--- src/rtl/mux16_scan_pkg.sv ---
// Shared constants for the 16:1 mux channel scanner.
//   NCH   - number of mux channels
//   SELW  - select width (log2 NCH)
//   CNTW  - dwell counter width (DWELL legal range 1..255)
//   IDLE / SETTLE / DONE - scanner state encoding
package mux16_scan_pkg;

  localparam int NCH  = 16;
  localparam int SELW = 4;
  localparam int CNTW = 8;

  localparam logic [1:0] IDLE   = 2'd0;
  localparam logic [1:0] SETTLE = 2'd1;
  localparam logic [1:0] DONE   = 2'd2;

endpackage

--- src/rtl/mux16_next_chan.sv ---
// Combinational next-enabled-channel search.
//   mask_q [0:15] in  : enabled channels (bit i = channel i)
//   cur    [3:0]  in  : current channel
//   first         in  : 1 = search from channel 0 inclusive, 0 = strictly above cur
//   nxt    [3:0]  out : lowest qualifying enabled channel (0 when none)
//   found         out : a qualifying channel exists
// No wrap-around: channels at or below cur are never returned when first=0.
module mux16_next_chan
  import mux16_scan_pkg::*;
(
  input  logic [0:NCH-1]  mask_q,
  input  logic [SELW-1:0] cur,
  input  logic            first,
  output logic [SELW-1:0] nxt,
  output logic            found
);

  // NOTE: every output gets a default before the loop so no path leaves it
  // unassigned; otherwise synthesis infers a latch.
  always_comb begin
    nxt   = '0;
    found = 1'b0;
    // Walk downward so the lowest qualifying index is the last one written.
    for (int i = NCH - 1; i >= 0; i--) begin
      if (mask_q[i] && (first || (i > int'(cur)))) begin
        nxt   = SELW'(i);
        found = 1'b1;
      end
    end
  end

endmodule

--- src/rtl/mux16_scan_ctrl.sv ---
// Sequential scanner for a 16:1 mux: steps the select over enabled channels,
// dwells DWELL cycles on each, samples f_in on the last dwell cycle and
// publishes the 16 samples atomically as result with a one-cycle done pulse.
//   Clock           in  : rising-edge clock
//   Resetn          in  : asynchronous active-low reset
//   start           in  : scan request, honoured only in IDLE
//   cont            in  : continuous mode, sampled in the DONE cycle
//   chan_mask [0:15] in : channel enables, latched at scan launch
//   f_in            in  : mux output
//   S        [3:0]  out : mux select
//   busy            out : scan in progress
//   done            out : one-cycle pulse, result updated
//   result   [0:15] out : sampled channels, masked channels read 0
module mux16_scan_ctrl
  import mux16_scan_pkg::*;
#(
  parameter int unsigned DWELL = 2
) (
  input  logic            Clock,
  input  logic            Resetn,
  input  logic            start,
  input  logic            cont,
  input  logic [0:NCH-1]  chan_mask,
  input  logic            f_in,
  output logic [SELW-1:0] S,
  output logic            busy,
  output logic            done,
  output logic [0:NCH-1]  result
);

  localparam logic [CNTW-1:0] DWELL_LOAD = CNTW'(DWELL - 1);

  logic [1:0]      state;
  logic [0:NCH-1]  mask_q;
  logic [0:NCH-1]  work_buf;
  logic [CNTW-1:0] cnt;

  logic [SELW-1:0] first_nxt, adv_nxt;
  logic            first_found, adv_found;
  logic [0:NCH-1]  buf_sampled;
  logic            launch;

  // First channel is searched in the live mask because it is latched on the
  // same edge that launches the scan.
  mux16_next_chan u_first (
    .mask_q (chan_mask),
    .cur    ('0),
    .first  (1'b1),
    .nxt    (first_nxt),
    .found  (first_found)
  );

  mux16_next_chan u_adv (
    .mask_q (mask_q),
    .cur    (S),
    .first  (1'b0),
    .nxt    (adv_nxt),
    .found  (adv_found)
  );

  // Working buffer with the current channel's sample merged in; this is what
  // gets stored (and possibly published) on the sample edge.
  always_comb begin
    buf_sampled    = work_buf;
    buf_sampled[S] = f_in;
  end

  // A scan launches from IDLE on start, or back-to-back from DONE in
  // continuous mode; start is deliberately ignored in DONE.
  assign launch = ((state == IDLE) && start) || ((state == DONE) && cont);

  // NOTE: sequential state uses non-blocking assignments so every register
  // samples pre-edge values regardless of statement order.
  always_ff @(posedge Clock or negedge Resetn) begin
    if (!Resetn) begin
      state    <= IDLE;
      S        <= '0;
      busy     <= 1'b0;
      done     <= 1'b0;
      result   <= '0;
      work_buf <= '0;
      mask_q   <= '0;
      cnt      <= '0;
    end else begin
      done <= 1'b0;
      if (launch) begin
        mask_q   <= chan_mask;
        work_buf <= '0;
        if (first_found) begin
          state <= SETTLE;
          S     <= first_nxt;
          cnt   <= DWELL_LOAD;
          busy  <= 1'b1;
        end else begin
          // Empty mask: report an all-zero result straight away.
          state  <= DONE;
          S      <= '0;
          busy   <= 1'b0;
          done   <= 1'b1;
          result <= '0;
        end
      end else begin
        case (state)
          SETTLE: begin
            if (cnt != '0) begin
              cnt <= cnt - 1'b1;
            end else begin
              work_buf <= buf_sampled;
              if (adv_found) begin
                S   <= adv_nxt;
                cnt <= DWELL_LOAD;
              end else begin
                state  <= DONE;
                S      <= '0;
                busy   <= 1'b0;
                done   <= 1'b1;
                result <= buf_sampled;
              end
            end
          end
          default: begin
            // IDLE without start, DONE without cont, or an unused encoding.
            state <= IDLE;
            S     <= '0;
            busy  <= 1'b0;
          end
        endcase
      end
    end
  end

endmodule

--- config.mk ---
export PLATFORM = sky130hd
export DESIGN_NAME = mux16_scan_ctrl
export DESIGN_NICKNAME = d
export VERILOG_FILES = /design/src/rtl/mux16_scan_pkg.sv /design/src/rtl/mux16_next_chan.sv /design/src/rtl/mux16_scan_ctrl.sv
export SDC_FILE = /design/constraint.sdc
export NUM_CORES = 1
export LEC_CHECK = 0
export ABC_CLOCK_PERIOD_IN_PS = 3000
export BUFFER_PORTS_ARGS = -buffer_cell sky130_fd_sc_hd__clkbuf_2
export CAP_MARGIN = 15
export CORE_ASPECT_RATIO = 1.2
export CORE_UTILIZATION = 58
export CTS_BUF_LIST = sky130_fd_sc_hd__clkbuf_16
export CTS_CLUSTER_SIZE = 40
export DETAILED_ROUTE_END_ITERATION = 12
export GPL_TIMING_DRIVEN = 0
export PLACE_DENSITY = 0.85
export SLEW_MARGIN = 25
export SYNTH_ARGS = -nofsm -noshare
export SYNTH_HDL_FRONTEND = slang
export SYNTH_SLANG_ARGS = --single-unit
export TNS_END_PERCENT = 10
--- constraint.sdc ---
create_clock -name Clock -period 3 [get_ports Clock]
set_input_delay 0.15 -clock Clock [delete_from_list [all_inputs] [get_ports Clock]]
set_output_delay 0.15 -clock Clock [all_outputs]
set_load 0.02 [all_outputs]
==> results.txt <==
- Dividing the final minimum period by the clock period gives 0.893.
- The detailed router finished its first iteration with between 200 and 250 violations.
- Met3 track utilization from global routing: 0.0428
* Fin util: 0.717
- Global-route wire length before repair: ~14000 µm
- The number of nets handed over by synthesis was slightly above 400.
* Worst hold slack after final layout: between 0.06 and 0.07 ns
- The count of nets left with antenna violations once routing finished came out at 0.
- The flow ran to the end, and the final reports show no timing, DRC or antenna violations.
- Total number of vias: just over 3000
* Summed negative setup slack over all endpoints: 0 ns
- In this run the critical register-to-register path is launched from S[3].
- Setup repair after global routing left no endpoint under its margin.
- Most Crowded Layer GR: met2
* Total of max-cap violations: 0
- Yosys attributes the largest share of cell area to sky130_fd_sc_hd__dfrtp_1 44%, sky130_fd_sc_hd__nand2_1 6.9%, sky130_fd_sc_hd__nor2_1 5.5%.
- Entering global routing, the biggest net connects 38 pins.
- With fillers left out, the area of the finished cells amounts to 4120 µm².
- Final weighted congestion in routability-driven placement: roughly 0.95
- Crit path from: S[3]
* Worst ir drop on vdd: between 0.5 and 0.6 mV
- Placed wire-length estimate after detailed placement: around 6500 µm
- Starting utilization of the core area: 0.613
* Area of all sequential standard cells: 1550 µm²
- Headroom to the max-slew limit came out at 0.548.
- The routed design has approximately 8700 µm of wire.
- Post-synthesis area per instance: 9.19 µm²
- Yosys mapped the design onto 53 distinct sky130hd cell types.
- CTS resizes: 0
- # H-tree levels: 3
- Fillcell total: around 460
- During synthesis, Yosys emitted a total of 0 warnings.
* Final period demand of the worst path: between 2 and 3 ns
- Post-synthesis instance area: around 3500 µm²
- Layout Nets: between 400 and 500
* P_leak: approximately 1.9 nW
- The number of antenna diodes in the final layout is 0.
* Design Power: 4.28 mW
- Worst Setup End Kind: register
* Setup slack of the worst register-to-register path: 0.32 ns
- Area leader, netlist: sky130_fd_sc_hd__dfrtp_1
- Async set-reset flop share out of synthesis: 1.00
* Placed instance area: 3850 µm²
* Met1 usage in global routing: 0.388
- The clock net in this run drives a total of 62 sinks.
* Horizontal extent of the die: ~73 µm
- For this run, the total global-route usage over all layers was measured as 0.301.
* Clock buffer count from CTS: 9
- 1st-pass router iterations: 4
- In the final layout, the share of cells above drive strength 1 is 0.227.
* Proportion of synthesized chip area in sequential cells: 0.441
- By count the netlist is led by 65 x sky130_fd_sc_hd__nand2_1, 62 x sky130_fd_sc_hd__dfrtp_1, 52 x sky130_fd_sc_hd__nor2_1, 19 x sky130_fd_sc_hd__a21oi_1, 19 x sky130_fd_sc_hd__mux2i_1.
- Synthesis-to-finish area growth: 16.9%
- Std-Cell Core Area: between 5000 and 6000 µm²
* Achievable clock frequency: approximately 370 MHz
- Worst Path Arrival: ~2.9 ns
- Area of the multi-input gates: 1830 µm²
- The most used flip-flop cell after synthesis is sky130_fd_sc_hd__dfrtp_1.
* Number of cells in the design after placement: ~500
- DR WL/cell: 16.8 µm
- The number of hold violations in the final report was 0.
- Vert. Die Dim: 87.4 µm
- Category of the critical setup timing path: register to register
- Max Clock Skew: 0.00701 ns
* Max Fanout on Critical Path: 10
* Clock tree buffer depth: 2
* Master cell of the clock root buffer: sky130_fd_sc_hd__clkbuf_16
- The via count of the first global-routing pass was 2980.
- 43 I/O pins were placed.
* Most common cell in the netlist: sky130_fd_sc_hd__nand2_1
- Portion of synthesized cell area occupied by the leading cell type: 0.441
- At the worst endpoint, the required time is ~3.2 ns.
- The path class of the tightest hold or removal check is input port to register.
* Met2 usage: 0.497
* GRT overflow: 0
- Std cell rows: 30
- Final count of pins violating max slew: 0
- The synthesized design contains 62 register bits.
- Count of unresolved DRC violations after routing: 0
* Clock-pin slew reported for the worst setup and hold paths after clock tree synthesis: approximately 0.050 ns
- Dividing the detail-routed via count by the number of cells gives 5.90.
* Endpoint of the lowest-slack register-to-register path: result[12]
* Number of port buffers: 41
* Initial antenna violation count: 0
- In this run the worst setup path terminates at result[12].
- Worst Tran Pin Value: ~0.67 ns
- In this run the power density over the cells is ~1000 nW/µm².
* Number of flops mapped to enable cells by yosys: 0
* Depth of the worst register-to-register path: 10
- Die area: 6390 µm²
- In the post-route analysis, the smallest setup slack over all paths is 0.320 ns.
* Element type at the critical path start: register
* Endpoints failing setup: 0
- Timing analysis after detailed placement gives a worst setup slack of between 0.3 and 0.4 ns.
* Clock latency of the later-clocked register in the worst-skew pair: 0.32 ns
* Count of placed standard cells in the final layout, fillers left out: 521
- TritonCTS built the clock tree.
- Synthesis produced a netlist whose cell count is about 380.
-- routing by layer --
layer / routed length (µm) / vias to the layer above
li1: - / 1460
met1: 3840 / 1485
met2: 4290 / 113
met3: 418 / 15
met4: 179 / 0
met5: 0 / -
-- flip-flops by register name, summed over array words and instances (netlist names) --
| signal | count |
|---|---|
| S | 4 |
| cnt | 8 |
| work_buf | 16 |
| state | 2 |
| result | 16 |
| done | 1 |
| mask_q | 15 |
-- kinds of logic (layout without fill, tap and decap cells) --
group,Yosys count,count (layout),synth area share
adders and majority gates,2,2,0.00711
and+or+nand+nor,167,167,0.216
muxes,43,43,0.140
DFF,62,62,0.441
AOI/OAI and AO/OA,78,78,0.151
xor gates and xnor gates,2,2,0.00498
buffers and inverters,29,87,0.0398
-- worst min path at each step --
stage | start | cells past startpoint | to
final | chan_mask[13] | 3 | mask_q[13]
after global routing | chan_mask[13] | 3 | mask_q[13]
after CTS | chan_mask[15] | 3 | mask_q[15]
after detailed placement | Resetn | 1 | cnt[7]
after global placement | chan_mask[9] | 3 | mask_q[9]
after floorplan | Resetn | 0 | S[0]
-- repair_timing --
action	4_1_cts	5_1_grt
hold buffers	1	0
endpoints found under the hold margin	25	0
endpoints found under the setup margin	0	0
setup buffers	0	0
-- layout by cell type (no fill, tap or decap), drive strengths merged, types with 3 or more instances in the layout --
| cell | n |
|---|---|
| inv | 10 |
| or2 | 3 |
| buf | 13 |
| o22ai | 3 |
| a21boi | 3 |
| clkbuf | 58 |
| nand2 | 65 |
| nand3 | 4 |
| a21oi | 19 |
| mux2 | 24 |
| nor2 | 52 |
| or3 | 4 |
| nor4 | 6 |
| a211oi | 7 |
| mux2i | 19 |
| or4 | 3 |
| nor2b | 5 |
| o21bai | 3 |
| nor3 | 11 |
| o31ai | 6 |
| nand2b | 9 |
| o21ai | 17 |
| dfrtp | 62 |
| clkinv | 5 |
-- critical path: stages, from the launching register on --
cell,delay (ns)
sky130_fd_sc_hd__dfrtp_1,0.34
sky130_fd_sc_hd__buf_2,0.20
sky130_fd_sc_hd__or2_2,0.13
sky130_fd_sc_hd__buf_2,0.19
sky130_fd_sc_hd__a21oi_1,0.10
sky130_fd_sc_hd__or4_1,0.54
sky130_fd_sc_hd__nor2_1,0.22
sky130_fd_sc_hd__nand2_1,0.14
sky130_fd_sc_hd__o31ai_4,0.17
sky130_fd_sc_hd__buf_12,0.22
sky130_fd_sc_hd__mux2_4,0.30
-- power breakdown --
group	total (mW)	internal [mW]	switching [mW]
Combinational	1.98	0.795	1.18
Sequential	1.41	1.15	0.264
Clock	0.886	0.543	0.343
-- cell type report --
class                           instances  area share
Multi-Input combinational cell        292       0.445
Sequential cell                        62       0.377
Timing Repair Buffer                   43      0.0578
Clock buffer                            9      0.0547
Buffer                                 20      0.0258
Tap cell                               80      0.0243
Inverter                                9     0.00821
Clock inverter                          6     0.00760
Power figures use the tool's default switching activity.
